===== config.mk =====
export PLATFORM = sky130hd
export DESIGN_NAME = valu_oprnd_fifo
export DESIGN_NICKNAME = d
export VERILOG_FILES = /design/src/rtl/valu_pkg.sv /design/src/rtl/valu_wrap_ptr.sv /design/src/rtl/valu_oprnd_fifo.sv
export SDC_FILE = /design/constraint.sdc
export NUM_CORES = 1
export LEC_CHECK = 0
export CELL_PAD_IN_SITES_DETAIL_PLACEMENT = 0
export CELL_PAD_IN_SITES_GLOBAL_PLACEMENT = 1
export CORE_AREA = 2 2 146 290
export CTS_CLUSTER_DIAMETER = 100
export DETAILED_ROUTE_END_ITERATION = 10
export DIE_AREA = 0 0 148 292
export GPL_TIMING_DRIVEN = 0
export PLACE_DENSITY_LB_ADDON = 0.1
export SYNTH_ARGS = -nofsm -noshare
export SYNTH_HDL_FRONTEND = slang
export SYNTH_SLANG_ARGS = --single-unit
export TNS_END_PERCENT = 100

===== constraint.sdc =====
create_clock -name clk -period 6.1 [get_ports clk]
set_input_delay 1.525 -clock clk [delete_from_list [all_inputs] [get_ports clk]]
set_output_delay 1.525 -clock clk [all_outputs]
set_load 0.03 [all_outputs]

===== src/rtl/valu_pkg.sv =====
// Shared VALU queue parameters and occupancy helpers.
// Used by the operand FIFOs and other VALU queues.
package valu_pkg;

    localparam int VALU_WORD_W    = 32;
    localparam int VALU_OPQ_DEPTH = 8;
    localparam int VALU_OPQ_AF    = 6;

    typedef enum logic [1:0] {
        OCC_HOLD,
        OCC_INC,
        OCC_DEC
    } occ_op_e;

    // A push together with a pop leaves the occupancy unchanged.
    function automatic occ_op_e occ_op(input logic push, input logic pop);
        occ_op_e op;
        op = OCC_HOLD;
        if (push && !pop)
            op = OCC_INC;
        else if (pop && !push)
            op = OCC_DEC;
        return op;
    endfunction

endpackage


===== src/rtl/valu_wrap_ptr.sv =====
// Circular buffer pointer that wraps from DEPTH-1 back to 0.
// DEPTH need not be a power of two.
module valu_wrap_ptr #(
    parameter int DEPTH = 8,
    localparam int PW   = $clog2(DEPTH)
) (
    input  logic          clk,
    input  logic          rst,
    input  logic          clr,
    input  logic          inc,
    output logic [PW-1:0] ptr
);

    // Clear has priority; otherwise advance with explicit wrap.
    always_ff @(posedge clk or posedge rst) begin
        if (rst)
            ptr <= '0;
        else if (clr)
            ptr <= '0;
        else if (inc)
            ptr <= (ptr == PW'(DEPTH - 1)) ? '0 : ptr + PW'(1);
    end

endmodule


===== src/rtl/valu_oprnd_fifo.sv =====
// VALU source operand FIFO, first-word-fall-through.
// One instance per operand between issue and the vector ALU.
module valu_oprnd_fifo
    import valu_pkg::*;
#(
    parameter int WIDTH    = VALU_WORD_W,
    parameter int DEPTH    = VALU_OPQ_DEPTH,
    parameter int AF_LEVEL = VALU_OPQ_AF,
    localparam int CW      = $clog2(DEPTH + 1)
) (
    input  logic             clk,
    input  logic             rst,
    input  logic             flush,
    input  logic             in_valid,
    output logic             in_ready,
    input  logic [WIDTH-1:0] in_data,
    output logic             out_valid,
    input  logic             out_ready,
    output logic [WIDTH-1:0] out_data,
    output logic [CW-1:0]    count,
    output logic             full,
    output logic             empty,
    output logic             almost_full,
    output logic             err_ovf,
    output logic             err_udf
);

    localparam int PW = $clog2(DEPTH);

    logic [WIDTH-1:0] mem [DEPTH];
    logic [PW-1:0]    wr_ptr;
    logic [PW-1:0]    rd_ptr;
    logic             push;
    logic             pop;

    // Status comes only from the registered count.
    assign full        = (count == CW'(DEPTH));
    assign empty       = (count == '0);
    assign almost_full = (count >= CW'(AF_LEVEL));
    assign in_ready    = !full;
    assign out_valid   = !empty;

    assign push = in_valid && in_ready && !flush;
    assign pop  = out_valid && out_ready && !flush;

    assign out_data = empty ? '0 : mem[rd_ptr];

    valu_wrap_ptr #(
        .DEPTH (DEPTH)
    ) u_wr_ptr (
        .clk (clk),
        .rst (rst),
        .clr (flush),
        .inc (push),
        .ptr (wr_ptr)
    );

    valu_wrap_ptr #(
        .DEPTH (DEPTH)
    ) u_rd_ptr (
        .clk (clk),
        .rst (rst),
        .clr (flush),
        .inc (pop),
        .ptr (rd_ptr)
    );

    // Storage write; the array itself is never reset.
    always_ff @(posedge clk) begin
        if (push)
            mem[wr_ptr] <= in_data;
    end

    // Occupancy tracking, flush wins over push/pop.
    always_ff @(posedge clk or posedge rst) begin
        if (rst)
            count <= '0;
        else if (flush)
            count <= '0;
        else begin
            unique case (occ_op(push, pop))
                OCC_INC: count <= count + CW'(1);
                OCC_DEC: count <= count - CW'(1);
                default: count <= count;
            endcase
        end
    end

    // Sticky protocol error flags, cleared only by reset.
    always_ff @(posedge clk or posedge rst) begin
        if (rst) begin
            err_ovf <= 1'b0;
            err_udf <= 1'b0;
        end else begin
            if (in_valid && full)
                err_ovf <= 1'b1;
            if (out_ready && empty)
                err_udf <= 1'b1;
        end
    end

endmodule


# After elaboration in Yosys (flattened, before gate mapping)
# Memories as Yosys holds them, arrays and structs flattened.
# Index checks and enable logic that the tools add are counted.
dict set report word_totals {
  out_inout_bits 43
  word_cells 47
  ram_bits 256
  regBits 12
  mem_count 1
}
# memory words width read_ports rd_ports_with_merged_regs wr line_no
set mem_list {}
lappend mem_list {mem 8 32 1 0 1 valu_oprnd_fifo.sv:30} ;# logic [WIDTH-1:0] mem [DEPTH];
dict set report classes {
  mux 14
  magnitude_cmp 1
  addsub 4
  reduce_logical 17
  eq_ne 5
}
# op count
set op_table {}
lappend op_table {{two-way mux 32 bit} 1}
lappend op_table {{two-way mux 3 bit} 6}
lappend op_table {{logical AND 1 bit} 8}
lappend op_table {{one-hot mux 4 bit (2 select lines)} 1}
lappend op_table {{adder 3 x 1 -> 3 bit, second input constant} 2}
lappend op_table {{== test 3 bit, second input constant} 2}
lappend op_table {{two-way mux 2 bit} 3}
lappend op_table {{zero test 1 bit} 5}
lappend op_table {{adder 4 x 1 -> 4 bit, second input constant} 1}
lappend op_table {{== test 4 bit, second input constant} 1}
lappend op_table {{greater-or-equal comparator 4 x 3 -> 1 bit, second input constant} 1}
lappend op_table {{zero test 4 bit} 1}
lappend op_table {{two-way mux 4 bit} 1}
lappend op_table {{nonzero test 2 bit} 2}
lappend op_table {{subtractor 4 x 1 -> 4 bit, second input constant} 1}
lappend op_table {{nonzero test 3 bit} 1}
lappend op_table {{== test 2 x 1 -> 1 bit, second input constant} 1}
lappend op_table {{== test 2 bit, second input constant} 1}
lappend op_table {{two-way mux 1 bit} 2}

# Longest topological paths before layout
# Gate-level depths: netlist (run 1).
dict set report logic_depth {
  word_depth 12
  depth_mapped 10
}

# Hierarchy
# From an unflattened synthesis (run 1), not the netlist that was laid out.
dict set report unflattened {
  hier_cells 494
  area_unflattened_um2 10517.6
}
# mod seq_area_each_um2 instances area_each_um2 cells_each
set by_module_without_submodules {}
lappend by_module_without_submodules {valu_oprnd_fifo 7837.5 1 10207.3 468}
lappend by_module_without_submodules {valu_wrap_ptr 75.1 2 155.1 13}

# Least setup slack after synthesis (run 1)
# OpenSTA, ideal clock, no wires.
dict set report synth_path {
  path_kind {input-to-reg}
  start {input port in_valid}
  end {memory mem[0][0] (netlist name), enable pin}
  required_time_ns 5.639
  n_path_buf 1
  t_arrival_ns 4.513
  path_stages 5
  setup_slack_ns 1.126
  path_cell_list {buf_1 > inv_1 > nor3_1 > nand2b_1 > nor3_1}
}
dict set report synth_via {
  elab_chain_cells 4
}
# element line_no
set synth_lines {}
lappend synth_lines {{from (decl)} valu_oprnd_fifo.sv:14} ;# input logic in_valid,
lappend synth_lines {{logical AND 1 bit (2 in series)} valu_oprnd_fifo.sv:43} ;# assign push = in_valid && in_ready && !flush;
lappend synth_lines {{two-way mux 1 bit} valu_oprnd_fifo.sv:70} ;# if (push)
lappend synth_lines {{two-way mux 1 bit (not written as such)} valu_oprnd_fifo.sv:71} ;# mem[wr_ptr] <= in_data;
lappend synth_lines {{to (decl)} valu_oprnd_fifo.sv:30}
# Every way passes these cells.

# Final worst setup path (run 1)
dict set report layout_path {
  start {register count[1]}
  end {output port out_data[19]}
}
dict set report layout_via {
  elab_chain_cells 2
}
# element line_no
set layout_lines {}
lappend layout_lines {{from (decl)} valu_oprnd_fifo.sv:20} ;# output logic [CW-1:0] count,
lappend layout_lines {{from (signal assigned)} valu_oprnd_fifo.sv:82} ;# OCC_INC: count <= count + CW'(1);
lappend layout_lines {{from (signal assigned)} valu_oprnd_fifo.sv:83} ;# OCC_DEC: count <= count - CW'(1);
lappend layout_lines {{from (signal assigned)} valu_oprnd_fifo.sv:84} ;# default: count <= count;
lappend layout_lines {{zero test 4 bit} valu_oprnd_fifo.sv:38} ;# assign empty = (count == '0);
lappend layout_lines {{two-way mux 32 bit} valu_oprnd_fifo.sv:46} ;# assign out_data = empty ? '0 : mem[rd_ptr];
lappend layout_lines {{to (decl)} valu_oprnd_fifo.sv:19} ;# output logic [WIDTH-1:0] out_data,
# Every way passes these cells.

==> impl_metrics.toml, run 1 <==
[critical_path]
r2r-end = "mem[1][16]"
cp_top_family = "buffers and inverters"
crit_path_start = "count[1]"
cp.required_ns = 4.58
r2r-start = "count[3]"
worst-path-stages = 5
r2r_cells = 9
cp-start-kind = "register"
path_max_fanout = 10
end_kind = "output pin"
crit_chain = "clkbuf_1 -> nor4_2 -> clkbuf_1 -> nor2_1 -> clkdlybuf4s50_1"
critPathCapture = "out_data[19]"
crit_arrival_ns = 3.89
cpPeakStageDelay_ns = 1.12
reg2reg_setup_slack_ns = 3.01
crit_path_frequent_cell = "clkbuf_1"
worst-path-buf-inv = 3
path_class = "register to output pin"
cp_slowest_cell = "nor4_2"

[power_and_ir_drop]
switchingPower_mw = 1.529
internal_power_mw = 3.501
p_seq_share_pct = 41.7
irDropWorstVdd_mv = 0.2399
clkPwrFrac_pct = 31.1
leakagePower_nw = 4.020
power_density_nw_per_um2 = 384.7
power_frac_comb_pct = 27.2
swShare_pct = 30.40

[routing]
vias = 5218
postRouteAntennaNets = 0
drt_wl_total_microns = 26560
drc = 0
first_pass_iters = 4
avgRoutedWirePerCell_microns = 22.57
drt-vias-per-instance = 4.433
drtIter0Drc = 284

[timing]
rsz0062_at_grt = "false"
drv_slew = 0
slew_headroom_pct = 11.40
clock.fmax_ghz = 0.1848
hold_viol = 0
tightestPinTransition_ns = 1.318
period_minus_slack_ns = 5.411
tns_ns = 0
fin_worst_skew_ns = 0.01240
setup_viol_count_final = 0
whs_ns = 0.4669
fin_crit_sh_pct = 88.70

[logic_synthesis]
synth.top_cells.by_area = "edfxtp_1 (73%), mux4_2 (14%), mux2i_1 (3.0%)"
yosysTopAreaCell = "edfxtp_1"
synthesis.nets = 545
synthMuxAreaShare_pct = 16.86
syn_area_sq_um = 10520
synthArstFlopShare_pct = 4.478
synth.distinct_cells = 37
ys_ff_latch = 268
synth_top_family_by_area = "multiplexers"
synth_cells = 502
yosysMostFrequentCell = "edfxtp_1"
synth-simple-area-share_pct = 3.402
synth.cells.most_frequent = "edfxtp_1 (256), mux4_2 (64), nor2_1 (40), mux2i_1 (32), clkbuf_1 (13)"
yosys_most_used_dff = "edfxtp_1"
synth-edff-count = 256
synth-xor-area-share_pct = 0.08326
yosys.area_share.adder_pct = 0.7137
synth_compound_area_share_pct = 1.665
yosys_warnings = 0
ys_seq_area_share_pct = 75.94
synth_top_cell_area_share_pct = 73.08
synth.avg_cell_area_sq_um = 20.95

[final_layout]
final_cell_area_sq_um = 13080
nNetsFinal = 667
post-route-util_pct = 31.90
stdcell_count = 1177
area_growth_pct = 24.31
antennaDiodeCount = 0
drive_gt1_share_pct = 21.50

[place]
dp_hpwl_microns = 16780
routabilityCongestion = 0.7082
portBuffers = 78
dpl_cell_area_sq_um = 12260
dp_cells = 1131

[global_route]
grtUsageTotal_pct = 12.49
grt_pass1_wl_microns = 39220
antenna_found_initial = 0
grt_max_degree = 20
grt-ovfl-total = 0
grt_pass1_vias = 5807

[run_status]
status = "finished clean"

[floorplan]
die_w_microns = 148
die_h_microns = 292
core_sq_um = 40990
rows = 105
start_util_pct = 25.66
die_area_sq_um = 43220
top_level_ports = 80

[cts]
numCtsBuffers = 26
root_buffer = "clkbuf_16"
cts_setup_buffers = 0
cts_tree = "yes"
cts_buffer_depth = 3
clk_latency_ns = 0.54
cts_resized = 0
htreeDepth = 1
hold_buffers = 0
cts.clk_slew.worst_paths_ns = 0.07
clock-sinks = 268

[min_path]
min_path_type = "register to register"

[flow_run]
drv_cap = 0
## registers in the layout (all words and copies together), names as in the netlist
register and count:
count 4, err_ovf 1, mem 256, u_rd_ptr.ptr 3
err_udf 1, u_wr_ptr.ptr 3
## placed cells by master, fill, tap and decap left out, types with 8 or more instances in the layout
| cell | count |
|---|---|
| clkbuf_16 | 26 |
| nand2_1 | 10 |
| mux2i_1 | 32 |
| mux4_2 | 64 |
| buf_6 | 12 |
| a21oi_1 | 8 |
| clkdlybuf4s50_1 | 78 |
| clkbuf_1 | 15 |
| dfrtp_1 | 12 |
| nor2_1 | 34 |
| edfxtp_1 | 256 |
## how the worst min path moves through the flow
stage                                from              end  slack (ns)  cells after the start
after floorplan           u_wr_ptr.ptr[0]  u_wr_ptr.ptr[0]        0.54                      2
after global placement            err_ovf          err_ovf        0.44                      1
after detailed placement          err_udf          err_udf        0.45                      1
after CTS                         err_udf          err_udf        0.47                      1
after global routing              err_udf          err_udf        0.48                      1
final                             err_ovf          err_ovf        0.47                      1
## stage by stage
| stage | worst slack (ns) | total power, mW |
|---|---|---|
| finish | 0.6892 | 5.030 |
| global placement | -2.285 | 3.523 |
| floorplan | 1.126 | 2.959 |
| detailed placement | 1.123 | 3.548 |
| global route | 0.4953 | 5.246 |
| CTS | 0.5206 | 5.138 |
## area by class of cell
cell class | count | area, sq um
fillers | 4017 | 27910
clock buffers | 28 | 658.1
well taps | 535 | 669.4
repair buffers | 94 | 1013
multi-input cells | 203 | 2445
inverters | 4 | 15.01
flip-flops and latches | 268 | 7988
clock inverters | 18 | 161.4
plain buffers | 27 | 126.4
## per-layer routing
| layer | vias to the layer above | global-route usage [%] | wire length (microns) |
|---|---|---|---|
| met4 | 0 | 4.181 | 690 |
| li1 | 2300 | - | - |
| met1 | 2780 | 15.22 | 10960 |
| met2 | 102 | 22.50 | 14020 |
| met3 | 36 | 1.703 | 894 |
| met5 | - | 0 | 0 |
## cells by family after synthesis
kind of cell | count (synthesis)
AOI/OAI and AO/OA | 22
xor gates and xnor gates | 1
adders and majority gates | 6
buffers and inverters | 31
DFF | 268
muxes | 97
and+or+nand+nor | 77
## power by group through the flow
stage                     clock (mW)  sequential, mW  combinational, mW
final                           1.57            2.10               1.37
after global routing            1.68            2.10               1.47
after CTS                       1.63            2.10               1.42
after detailed placement           0            2.14               1.41
after global placement             0            2.14               1.38
after floorplan                    0            2.15              0.809
No activity file was read; power rests on OpenSTA's default activity.
==> run 2: changes to the inputs <==
ABC_AREA = 1   (was default)
CORE_AREA = 2 2 147 292   (was 2 2 146 290)
DIE_AREA = 0 0 149 294   (was 0 0 148 292)
==> impl_metrics.toml, run 2 <==
[floorplan]
core_sq_um = 41640
start_util_pct = 25.68
rows = 106
top_level_ports = 80
die_h_microns = 294
die_area_sq_um = 43810
die_w_microns = 149

[power_and_ir_drop]
internal_power_mw = 3.668
p_total_mw = 5.932
irDropWorstVdd_mv = 0.3285
clkPwrFrac_pct = 26.0
leakagePower_nw = 4.350
power_frac_comb_pct = 38.2
switchingPower_mw = 2.264
power_density_nw_per_um2 = 449.8
swShare_pct = 38.16
p_seq_share_pct = 35.8

[global_route]
grt_pass1_vias = 7331
grt_max_degree = 23
grt-ovfl-total = 0
antenna_found_initial = 1
grt_pass1_wl_microns = 48420
grtUsageTotal_pct = 15.26

[critical_path]
cp.required_ns = 4.58
end_kind = "output pin"
cp-start-kind = "register"
r2r_cells = 7
r2r-end = "mem[1][29]"
path_class = "register to output pin"
crit_arrival_ns = 3.24
path_max_fanout = 10
r2r-start = "count[0]"
reg2reg_setup_slack_ns = 3.65

[timing]
setup_viol_count_final = 0
whs_ns = 0.4647
rsz0062_at_grt = "false"
slew_headroom_pct = 42.73
fin_worst_skew_ns = 0.01614
period_minus_slack_ns = 4.761
tightestPinTransition_ns = 0.8570
drv_slew = 0
hold_viol = 0
clock.fmax_ghz = 0.2101
fin_crit_sh_pct = 78.04

[logic_synthesis]
synthArstFlopShare_pct = 4.478
yosysMostFrequentCell = "edfxtp_1"
ys_seq_area_share_pct = 74.68
yosys_most_used_dff = "edfxtp_1"
synth_top_cell_area_share_pct = 71.88
synth-edff-count = 256
synth.top_cells.by_area = "edfxtp_1 (72%), nor2_1 (7.1%), o21ai_0 (6.9%)"
syn_area_sq_um = 10700
synth.avg_cell_area_sq_um = 12.87
yosys_warnings = 0
ys_ff_latch = 268
synth.distinct_cells = 28
synth_cells = 831
synthesis.nets = 874
yosysTopAreaCell = "edfxtp_1"
synth.cells.most_frequent = "edfxtp_1 (256), nor2_1 (201), o21ai_0 (147), o22ai_1 (34), a31oi_1 (32)"

[routing]
postRouteAntennaNets = 0
drt_wl_total_microns = 32880
vias = 6777
drtIter0Drc = 330
first_pass_iters = 4
drt-vias-per-instance = 4.512
avgRoutedWirePerCell_microns = 21.89
drc = 0

[place]
dp_cells = 1458
dp_hpwl_microns = 22510
portBuffers = 79
dpl_cell_area_sq_um = 12400
routabilityCongestion = 0.7254

[min_path]
hold_path_end = "err_udf"
whs_path_depth = 1
min-delay-start = "err_udf"
min_path_type = "register to register"

[final_layout]
largestRegisters = "mem: 256 flops, count: 4 flops"
largest_register_ffs = 256
nNetsFinal = 990
final_cell_area_sq_um = 13190
stdcell_count = 1502
layout_commonest_cell = "edfxtp_1"
top_register = "mem"
area_growth_pct = 23.30
final_cell_mix = "edfxtp_1 (256), nor2_1 (193), o21ai_0 (147)"
antennaDiodeCount = 0
drive_gt1_share_pct = 9.356

[cts]
cts_resized = 0
cts_buffer_depth = 3
numCtsBuffers = 27
htreeDepth = 1
cts.clk_slew.worst_paths_ns = 0.06
clock-sinks = 268
hold_buffers = 0
cts_setup_buffers = 0
clk_latency_ns = 0.55
cts_tree = "yes"
root_buffer = "clkbuf_16"

[run_status]
status = "finished clean"

[flow_run]
drv_cap = 0
-- run 2: changes by cell type after synthesis, moves of 21 or more --
cell     before  now
a31oi_1       1   32
mux2i_1      32    0
mux4_2       64    0
nor2_1       40  201
o21ai_0       3  147
o21ai_1       0   21
o22ai_1       0   34
-- run 2: cells by family (layout without fill, tap and decap cells) --
kind of cell	count (synthesis)	in the layout	share of synthesized area, %
DFF	268	268	74.68
xor gates and xnor gates	1	1	0.08191
and+or+nand+nor	244	244	9.476
buffers and inverters	75	206	3.112
adders and majority gates	6	6	0.7019
AOI/OAI and AO/OA	237	237	11.94
-- run 2: power groups by stage --
stage	combinational [mW]	clock, mW	sequential (mW)
after global routing	2.49	1.65	2.13
final	2.27	1.55	2.12
after CTS	2.36	1.59	2.12
after global placement	2.33	0	2.17
after detailed placement	2.35	0	2.16
after floorplan	1.26	0	2.18
-- run 2: layout make-up --
| class | instances | area (sq um) |
|---|---|---|
| inverter | 23 | 86.33 |
| tap | 540 | 675.6 |
| timing repair buffer | 87 | 973.4 |
| buffer | 52 | 246.5 |
| clock buffer | 33 | 698.2 |
| clock inverter | 11 | 85.08 |
| sequential | 268 | 7988 |
| multi-input combinational | 488 | 2435 |
| fill | 4252 | 28460 |
-- run 2: routing by layer --
metal / wire length (microns) / vias to the layer above / global-route usage (%)
met5: 13 / - / 0
met4: 497 / 2 / 3.508
met3: 1211 / 32 / 1.969
met2: 18770 / 124 / 30.76
met1: 12390 / 3371 / 16.39
li1: - / 3248 / -
-- run 2: metrics by stage --
step                setup TNS [ns]  utilization, %  setup slack [ns]
floorplan                        0               -             2.398
global placement            -14.00           29.20           -0.2287
detailed placement               0           29.79             1.720
CTS                              0           31.67             1.123
global route                     0           31.67            0.9822
finish                           0           31.67             1.339
-- run 2: worst max-delay path by stage --
stage | startpoint | to | slack [ns] | cells after the start
3_5_place_dp | u_rd_ptr.ptr[1] | out_data[12] | 1.72 | 8
6_report | u_rd_ptr.ptr[2] | out_data[30] | 1.34 | 6
4_1_cts | u_rd_ptr.ptr[1] | out_data[12] | 1.12 | 8
2_1_floorplan | flush | mem[0][0] | 2.40 | 5
5_1_grt | u_rd_ptr.ptr[1] | out_data[12] | 0.98 | 8
3_3_place_gp | flush | mem[0][1] | -0.23 | 6
-- run 2: worst max-delay path, cell delays in order (launching register included) --
cell and delay, ns:
dfrtp_1 0.39, inv_1 0.08, clkbuf_1 0.38, clkbuf_1 0.58
o21ai_1 0.16, a31oi_1 0.34, clkdlybuf4s50_1 0.76
==> run 3: changes to the inputs <==
clock period = 4.91 ns   (was 6.1 ns; I/O delays follow)
==> results of run 3 <==
Same layout as run 2 (identical final DEF). Status: finished clean.
Main changes from that run: setup slack after placement 1.720 ns -> 0.8278 ns; setup slack after layout 1.339 ns -> 0.4469 ns; register-to-register setup slack 3.65 ns -> 2.46 ns; total power 5.932 mW -> 7.370 mW; worst IR drop on VDD 0.3285 mV -> 0.4081 mV
